--- config.mk ---
export PLATFORM = sky130hd
export DESIGN_NAME = parallel_mult_sat
export DESIGN_NICKNAME = d
export VERILOG_FILES = /design/src/rtl/mult_pkg.sv /design/src/rtl/mult_round_lane.sv /design/src/rtl/parallel_mult_sat.sv
export SDC_FILE = /design/constraint.sdc
export NUM_CORES = 2
export LEC_CHECK = 0
export ABC_CLOCK_PERIOD_IN_PS = 13550
export BUFFER_PORTS_ARGS = -buffer_cell sky130_fd_sc_hd__buf_2
export CAP_MARGIN = 20
export CORE_UTILIZATION = 40
export DETAILED_ROUTE_END_ITERATION = 10
export PLACE_DENSITY = 0.63
export SYNTH_ARGS = -nofsm -noshare
export SYNTH_HDL_FRONTEND = slang
export SYNTH_SLANG_ARGS = --single-unit
--- constraint.sdc ---
create_clock -name clk -period 13.55 [get_ports clk]
set_input_delay 2.0325 -clock clk [delete_from_list [all_inputs] [get_ports clk]]
set_output_delay 2.0325 -clock clk [all_outputs]
set_load 0.05 [all_outputs]
--- src/rtl/mult_pkg.sv ---
// Shared definitions for the parallel saturating multiplier.
// Holds the rounding-mode encoding and the fixed pipeline depth.
// Both the lane and the top import this package.
package mult_pkg;

  typedef enum logic [1:0] {
    TRUNC      = 2'd0,
    HALF_UP    = 2'd1,
    CONVERGENT = 2'd2
  } round_mode_e;

  // Register stages from the din sampling edge to the dout register.
  localparam int LATENCY = 5;

endpackage

--- src/rtl/mult_round_lane.sv ---
// One multiplier lane: signed fixed-point multiply, then round and saturate.
// Ports:
//   clk      - rising-edge clock
//   rst      - synchronous active-high reset
//   i_valid  - input qualifier; when low the input registers load zero
//   i_din1   - signed multiplicand, DIN1_POINT fractional bits
//   i_din2   - signed multiplier,   DIN2_POINT fractional bits
//   o_dout   - rounded, saturated product, DOUT_POINT fractional bits
//   o_ovf    - high when o_dout was clamped
// Pipeline: two input registers, product, product re-register, round/saturate.
module mult_round_lane
  import mult_pkg::*;
#(
  parameter int DIN1_WIDTH = 16,
  parameter int DIN1_POINT = 14,
  parameter int DIN2_WIDTH = 16,
  parameter int DIN2_POINT = 14,
  parameter int DOUT_WIDTH = 16,
  parameter int DOUT_POINT = 14,
  parameter int ROUND_MODE = 2
) (
  input  logic                         clk,
  input  logic                         rst,
  input  logic                         i_valid,
  input  logic signed [DIN1_WIDTH-1:0] i_din1,
  input  logic signed [DIN2_WIDTH-1:0] i_din2,
  output logic signed [DOUT_WIDTH-1:0] o_dout,
  output logic                         o_ovf
);

  localparam int PW    = DIN1_WIDTH + DIN2_WIDTH;
  localparam int SHIFT = DIN1_POINT + DIN2_POINT - DOUT_POINT;
  // Wide enough to hold the shifted product and both clamp limits.
  localparam int EW    = ((PW + 1 > DOUT_WIDTH) ? PW + 1 : DOUT_WIDTH) + 1;

  localparam logic signed [EW-1:0] SAT_MAX =
    {{(EW-DOUT_WIDTH+1){1'b0}}, {(DOUT_WIDTH-1){1'b1}}};
  localparam logic signed [EW-1:0] SAT_MIN =
    {{(EW-DOUT_WIDTH+1){1'b1}}, {(DOUT_WIDTH-1){1'b0}}};

  logic signed [DIN1_WIDTH-1:0] r_a1, r_a2;
  logic signed [DIN2_WIDTH-1:0] r_b1, r_b2;
  logic signed [PW-1:0]         r_prod, r_prod2;
  logic signed [PW:0]           w_shifted;
  logic signed [EW-1:0]         w_q;
  logic signed [DOUT_WIDTH-1:0] w_sat;
  logic                         w_ovf;

  generate
    if (SHIFT < 0 || SHIFT >= PW) begin : g_bad_shift
      $error("mult_round_lane: output binary point gives an illegal shift");
    end
    if (ROUND_MODE < int'(TRUNC) || ROUND_MODE > int'(CONVERGENT)) begin : g_bad_mode
      $error("mult_round_lane: unknown ROUND_MODE");
    end

    if (SHIFT == 0) begin : g_no_round
      assign w_shifted = {r_prod2[PW-1], r_prod2};
    end else begin : g_round
      localparam logic signed [PW:0] ONE  = 1;
      localparam logic signed [PW:0] HALF = ONE <<< (SHIFT - 1);
      logic signed [PW:0] w_bias;
      logic signed [PW:0] w_sum;

      // Rounding is a bias added before the arithmetic shift. Convergent uses
      // half-1 plus the kept LSB, so an exact tie carries only on an odd LSB.
      always_comb begin
        // NOTE: every combinational output gets a default first so no path
        // leaves it unassigned and no latch is inferred.
        w_bias = '0;
        if (ROUND_MODE == int'(HALF_UP)) begin
          w_bias = HALF;
        end else if (ROUND_MODE == int'(CONVERGENT)) begin
          w_bias = HALF - ONE + {{PW{1'b0}}, r_prod2[SHIFT]};
        end
      end

      // One extra MSB keeps a rounding carry from wrapping the sign.
      assign w_sum     = {r_prod2[PW-1], r_prod2} + w_bias;
      assign w_shifted = w_sum >>> SHIFT;
    end
  endgenerate

  assign w_q = {{(EW-PW-1){w_shifted[PW]}}, w_shifted};

  // Saturation sees the post-rounding value, so a rounding carry past the
  // positive limit clamps and flags just like a large product.
  always_comb begin
    w_sat = w_q[DOUT_WIDTH-1:0];
    w_ovf = 1'b0;
    if (w_q > SAT_MAX) begin
      w_sat = SAT_MAX[DOUT_WIDTH-1:0];
      w_ovf = 1'b1;
    end else if (w_q < SAT_MIN) begin
      w_sat = SAT_MIN[DOUT_WIDTH-1:0];
      w_ovf = 1'b1;
    end
  end

  always_ff @(posedge clk) begin
    if (rst) begin
      r_a1    <= '0;
      r_b1    <= '0;
      r_a2    <= '0;
      r_b2    <= '0;
      r_prod  <= '0;
      r_prod2 <= '0;
      o_dout  <= '0;
      o_ovf   <= 1'b0;
    end else begin
      // NOTE: non-blocking assignments so every stage samples the value its
      // predecessor held before this edge.
      // Idle cycles load zero, which flows out as dout=0 and ovf=0.
      r_a1    <= i_valid ? i_din1 : '0;
      r_b1    <= i_valid ? i_din2 : '0;
      r_a2    <= r_a1;
      r_b2    <= r_b1;
      r_prod  <= r_a2 * r_b2;
      r_prod2 <= r_prod;
      o_dout  <= w_sat;
      o_ovf   <= w_ovf;
    end
  end

endmodule

--- src/rtl/parallel_mult_sat.sv ---
// PARALLEL independent fixed-point multiplier lanes with rounding/saturation.
// Ports:
//   clk        - rising-edge clock
//   rst        - synchronous active-high reset
//   din1/din2  - packed lane inputs, lane i at [W*i +: W]
//   din_valid  - common input qualifier
//   ovf_clear  - clears ovf_sticky (a same-cycle overflow still sets it)
//   dout       - packed rounded, saturated products
//   dout_valid - qualifies dout and ovf, 5 cycles after din_valid
//   ovf        - per-lane clamp flag aligned with dout
//   ovf_sticky - per-lane clamp history
module parallel_mult_sat
  import mult_pkg::*;
#(
  parameter int PARALLEL   = 4,
  parameter int DIN1_WIDTH = 16,
  parameter int DIN1_POINT = 14,
  parameter int DIN2_WIDTH = 16,
  parameter int DIN2_POINT = 14,
  parameter int DOUT_WIDTH = 16,
  parameter int DOUT_POINT = 14,
  parameter int ROUND_MODE = 2
) (
  input  logic                           clk,
  input  logic                           rst,
  input  logic [DIN1_WIDTH*PARALLEL-1:0] din1,
  input  logic [DIN2_WIDTH*PARALLEL-1:0] din2,
  input  logic                           din_valid,
  input  logic                           ovf_clear,
  output logic [DOUT_WIDTH*PARALLEL-1:0] dout,
  output logic                           dout_valid,
  output logic [PARALLEL-1:0]            ovf,
  output logic [PARALLEL-1:0]            ovf_sticky
);

  logic [LATENCY-1:0]  r_vld;
  logic [PARALLEL-1:0] r_sticky;
  logic [PARALLEL-1:0] w_ovf;

  generate
    for (genvar i = 0; i < PARALLEL; i++) begin : g_lane
      mult_round_lane #(
        .DIN1_WIDTH (DIN1_WIDTH),
        .DIN1_POINT (DIN1_POINT),
        .DIN2_WIDTH (DIN2_WIDTH),
        .DIN2_POINT (DIN2_POINT),
        .DOUT_WIDTH (DOUT_WIDTH),
        .DOUT_POINT (DOUT_POINT),
        .ROUND_MODE (ROUND_MODE)
      ) u_lane (
        .clk     (clk),
        .rst     (rst),
        .i_valid (din_valid),
        .i_din1  (din1[DIN1_WIDTH*i +: DIN1_WIDTH]),
        .i_din2  (din2[DIN2_WIDTH*i +: DIN2_WIDTH]),
        .o_dout  (dout[DOUT_WIDTH*i +: DOUT_WIDTH]),
        .o_ovf   (w_ovf[i])
      );
    end
  endgenerate

  always_ff @(posedge clk) begin
    if (rst) begin
      r_vld    <= '0;
      r_sticky <= '0;
    end else begin
      r_vld    <= {r_vld[LATENCY-2:0], din_valid};
      // Clear is applied first and new overflows OR-ed after, so set wins.
      r_sticky <= (r_sticky & ~{PARALLEL{ovf_clear}}) | (w_ovf & {PARALLEL{dout_valid}});
    end
  end

  assign dout_valid = r_vld[LATENCY-1];
  assign ovf        = w_ovf;
  assign ovf_sticky = r_sticky;

endmodule

== Word level (Yosys, flattened, before mapping) ==
Index checks and enable logic that the tools add are counted.
Storage, ports and cells
  flip-flop bits (word level): 589
  input port bits: 132
  output and inout bits: 73
  word-level logic and storage cells: 84
Operators by class
  $add $sub $neg: 8
  multiply operators: 4
  order comparisons: 8
  multiplexer cells: 16
  bitwise operators: 5
  reduce and logical (&&, ||, !) cells: 5
Operator list (count)
  adder 32 x 15 -> 33 bit: 4
  multiplier 16 x 16 -> 32 bit: 4
  greater-than comparator 19 x 16 -> 1 bit (second input constant): 4
  less-than comparator 19 x 16 -> 1 bit (second input constant): 4
  2-to-1 mux 16 bit: 4
  2-to-1 mux 15 bit: 4
  adder 13 x 1 -> 14 bit (first input constant): 4
  OR reduction 2 bit: 5
  AND 4 bit: 2
  2-to-1 mux 1 bit: 8
  NOT 4 bit: 1
  bitwise OR 4 bit: 1
  NOT 1 bit: 1

== Logic depth before layout (Yosys ltp) ==
  word-level depth: 5
  gate-level depth with buffers: 24
  mapped depth without buffers: 23

== Hierarchy ==
A second synthesis with hierarchy kept.
Second synthesis, totals
  cell total of the unflattened synthesis: 6193
  area total of the unflattened synthesis: 59188.0 µm²
Modules (own cells, without submodules)
  mult_round_lane at g_lane[1].u_lane: instances 1, cells an instance 1559, area an instance 14834.2 µm², sequential area each 2902.8 µm²
  mult_round_lane at g_lane[2].u_lane: instances 1, cells an instance 1548, area an instance 14818.0 µm², sequential area each 2902.8 µm²
  mult_round_lane at g_lane[0].u_lane: instances 1, cells an instance 1555, area an instance 14766.7 µm², sequential area each 2902.8 µm²
  mult_round_lane at g_lane[3].u_lane: instances 1, cells an instance 1505, area an instance 14497.7 µm², sequential area each 2902.8 µm²
  parallel_mult_sat: instances 1, cells an instance 26, area an instance 271.5 µm², sequential area each 180.2 µm²

== Worst setup path before layout ==
Ideal clock, no wire load.
  kind: register -> register
  from: register g_lane[0].u_lane.r_a2[15]
  to: register g_lane[0].u_lane.r_prod[31]
  setup time: 137 ps
  data arrival time: 6072 ps
  required time: 13413 ps
  slack: 7341 ps
  cell stages (with the launch flop): 21
  buffers on the path: 1
  period minus slack after synthesis: 6209 ps
  cell sequence: dfxtp_1 > clkbuf_1 > nand2_1 > inv_1 > fa_1 > fa_1 > fa_1 > fa_1 > fa_1 > inv_1 > fa_1 > inv_1 > ha_1 > and3_1 > a221oi_1 > o21ai_0 > a21oi_1 > o21ai_1 > a41o_1 > o311ai_0 > o211ai_1
On the way
  word-level cells in the longest chain between the ends: 1
Ends and longest elaborated chain
  start, declared: RTL line mult_round_lane.sv:41  | logic signed [DIN1_WIDTH-1:0] r_a1, r_a2;
  start signal, assigned: RTL line mult_round_lane.sv:116  | r_a2 <= r_a1;
  multiplier 16 x 16 -> 32 bit: RTL line mult_round_lane.sv:118  | r_prod <= r_a2 * r_b2;
  end signal, assigned: RTL line mult_round_lane.sv:118
  end, declared: RTL line mult_round_lane.sv:43  | logic signed [PW-1:0] r_prod, r_prod2;
No other way between the ends.
A chain may end at the register's enable or synchronous reset.

== Worst setup path after layout ==
  from: register g_lane[3].u_lane.r_a2[12]
  to: register g_lane[3].u_lane.r_prod[28]
On the way
  word-level cells in the longest chain between the ends: 1
Ends and longest elaborated chain (RTL line)
  start, declared: mult_round_lane.sv:41
  start signal, assigned: mult_round_lane.sv:116
  multiplier 16 x 16 -> 32 bit: mult_round_lane.sv:118
  end signal, assigned: mult_round_lane.sv:118
  end, declared: mult_round_lane.sv:43
No other way between the ends.

==> impl_results.md <==
- DP Wirelength: 102 mm
- Clock slew at reported path FFs: 0.06 ns
- Int Pwr: 0.00309 W
- Status: finished, violations left
- Routed WL: 127 mm
- Most instantiated library cell after synthesis: inv_1
- Min-delay src: g_lane[1].u_lane.r_a1[11]
- Worst hold path type: reg -> reg
- Worst EP required: 14.06 ns
- Worst EP arrival: 7.34 ns
- Non-Filler Instances: 8055
- Netlist cell types: 88
- Die Y: 383 um
- Maximum clock rate: 147 MHz
- Clk_skew: 0.0246 ns
- Syn nets: 7588
- Ranking of synthesized cells by area: fa_1 36%, dfxtp_1 20%, ha_1 8.3%
- Clk root buf: clkbuf_16
- First-pass GRT wire length: 211 mm
- # rows: 139
- Synth Flop Type: dfxtp_1
- Avg Vias per Cell: 4.85
- Area leader, netlist: fa_1
- Fraction of layout instances using a drive strength above 1: 5.91%
- Placed cell count: 7928
- Clock share of power: 46.4%
- Flops & latches, synth: 589
- Post-route cell area: 0.0630 mm^2
- Core footprint: 0.144 mm^2
- Seq pwr share: 44.8%
- Max-Cap Viols: 0
- Die area: 0.147 mm^2
- Fin crit share: 50.3%
- First-iteration detailed-routing DRC count: 2004
- Area grow syn2layout: 8.71%
- NumNets Final: 7659
- Lkg Pwr: 31.3 nW
- Vias in the first global route: 41200
- Initial DRT Pass Iterations: 8
- Fill count: 13900
- FF-to-FF Start: g_lane[3].u_lane.r_a2[12]
- Setup Viol. Count Final: 0
- CTS tree: yes
- Synth Instances: 6024
- Dpl cell area: 0.0607 mm^2
- Overall Global Routing Usage: 17.9%
- Psw: 0.00106 W
- Setup TNS: 0 ns
- CTS Buf Count: 67
- EDFF count, synth: 0
- CP endpoint kind: register
- CTS H-tree lvls: 3
- CTS hold repair buffers: 0
- Setup WS post-layout: 6.73 ns
- Port Buffers: 204
- Crit-path max FO: 16
- Drt wl/cell: 15.7 um
- Setup WS pre-CTS: 6.76 ns
- Largest net degree at the start of global routing: 86
- Crit path from: g_lane[3].u_lane.r_a2[12]
- Relative slew margins: 23.4%
- Syn avg cell area: 9.63 um^2
- Die width: 383 um
- Final Wtd Congestion: 0.867
- Mapped Area: 0.0580 mm^2
- Fin crit period: 6.82 ns
- Slew Limit Fails: 0
- Power Dens Cells: 65.8 mW/mm^2
- Initial antenna violation count: 6
- VDD IR max: 0.0689 mV
- CP Class: reg -> reg
- Resized Gates After CTS: 0
- Failing checks: design-rule violations
- Startpoint Class: register
- Ports: 205
- Setup bufs post-CTS: 0
- Comb pwr share: 8.8%
- Switching part of the total power: 25.5%
- Synth async-reset ratio: 0%
- Slew of the pin with the lowest slew margin: 1.15 ns
- Yosys synthesis warning count: 0
- Synth cell count leaders: 1195 x inv_1, 1048 x fa_1, 622 x and2_1
- Final Hold Fails: 0
- Via count: 39100
- Sequential area share after synthesis: 20.3%
- Clock sink count: 589
- Clk_lat worst skew: 0.66 ns
- RSZ-0062 raised after global routing: false
- CTS max path bufs: 3
- Post-synth top area share: 36.2%
- Initial Utilization: 40.4%
- DRC errors left: 60
- Remaining Overflow, GRT: 0
- Antenna Nets Post-Route: 0
through the flow:
stage	utilization [%]	hold WS [ns]	power, W
2_1_floorplan	-	0.414	0.00213
3_3_place_gp	42.2	0.418	0.00226
3_5_place_dp	42.2	0.420	0.00227
4_1_cts	43.9	0.424	0.00423
5_1_grt	43.9	0.428	0.00435
6_report	43.9	0.417	0.00415
cells by family after synthesis:
group,count (synthesis),synth area share (%)
compound gates,511,6.06
simple gates,1913,17.4
buf+inv,1408,9.17
mux,5,0.0949
xor+xnor,166,2.51
fa+ha+maj,1432,44.5
flops,589,20.3
flip-flops by register name, summed over array words and instances (netlist names):
name,count
g_lane.u_lane.r_prod,128
g_lane.u_lane.r_b1,64
g_lane.u_lane.o_dout,64
g_lane.u_lane.r_prod2,128
ovf_sticky,4
g_lane.u_lane.o_ovf,4
g_lane.u_lane.r_b2,64
g_lane.u_lane.r_a1,64
g_lane.u_lane.r_a2,64
r_vld,5
critical path, stage by stage, from the launching register on:
cell and delay (ns):
dfxtp_1 0.72, nand2_1 0.17, fa_1 0.53, fa_1 0.52
fa_1 0.52, inv_1 0.06, fa_1 0.48, fa_1 0.50
inv_1 0.05, fa_1 0.48, inv_1 0.04, ha_1 0.33
a21oi_1 0.31, o21ai_0 0.18, a221oi_1 0.51, a311oi_1 0.28
o41ai_1 0.58, a21oi_1 0.18, nor3_1 0.17, nor3_1 0.07
path summary, 6_finish.rpt:
check / slack [ns] / cells after the start / to
min reg2reg: 0.42 / 1 / g_lane[1].u_lane.r_a2[11]
min: 0.42 / 1 / g_lane[1].u_lane.r_a2[11]
max: 6.73 / 19 / g_lane[3].u_lane.r_prod[28]
max reg2reg: 6.73 / 19 / g_lane[3].u_lane.r_prod[28]
power groups by stage:
stage	logic, W	clock network (W)	registers [W]
after detailed placement	0.000369	0	0.00190
after CTS	0.000372	0.00200	0.00186
after floorplan	0.000263	0	0.00187
after global placement	0.000364	0	0.00189
final	0.000364	0.00193	0.00186
after global routing	0.000413	0.00207	0.00187
area by class of cell:
| class | instances | area [um^2] | share of cell area (%) |
|---|---|---|---|
| clock inverter | 33 | 482 | 0.764 |
| clock buffer | 88 | 1870 | 2.96 |
| sequential | 589 | 11800 | 18.7 |
| timing repair buffer | 215 | 1130 | 1.79 |
| antenna | 5 | 12.5 | 0.0198 |
| tap | 1903 | 2380 | 3.78 |
| multi-input combinational | 4027 | 40900 | 64.9 |
| inverter | 1195 | 4490 | 7.12 |
cell usage in the layout, fill, tap and decap left out, types with 11 or more instances in the layout:
cell type / synthesis / final
a21oi_1: 104 / 104
and3_1: 30 / 30
nor3_1: 49 / 49
nand2_1: 561 / 561
buf_2: 7 / 203
ha_1: 384 / 384
fa_1: 1048 / 1048
a211oi_1: 23 / 23
clkbuf_1: 194 / 11
clkbuf_16: 0 / 68
xor2_1: 64 / 64
a31oi_1: 16 / 16
or3_1: 12 / 12
dfxtp_1: 589 / 589
and2_1: 622 / 622
nor2_1: 189 / 189
nor2b_1: 290 / 289
o21ai_0: 79 / 79
o21bai_1: 14 / 14
nand2b_1: 28 / 28
nand4_1: 38 / 38
o21a_1: 29 / 29
inv_1: 1195 / 1194
o22ai_1: 38 / 38
o211ai_1: 16 / 16
xnor2_1: 102 / 102
nand3_1: 43 / 43
a21o_1: 70 / 70
per-layer routing:
layer  vias up  global-route usage, %  share of wire [%]
met5         -                      0                  0
met4         0                   5.19                2.4
met3       179                   2.55                4.5
met2       814                   29.5                 48
met1     19700                   24.5                 46
li1      18400                      -                  -
Power figures use the tool's default switching activity.
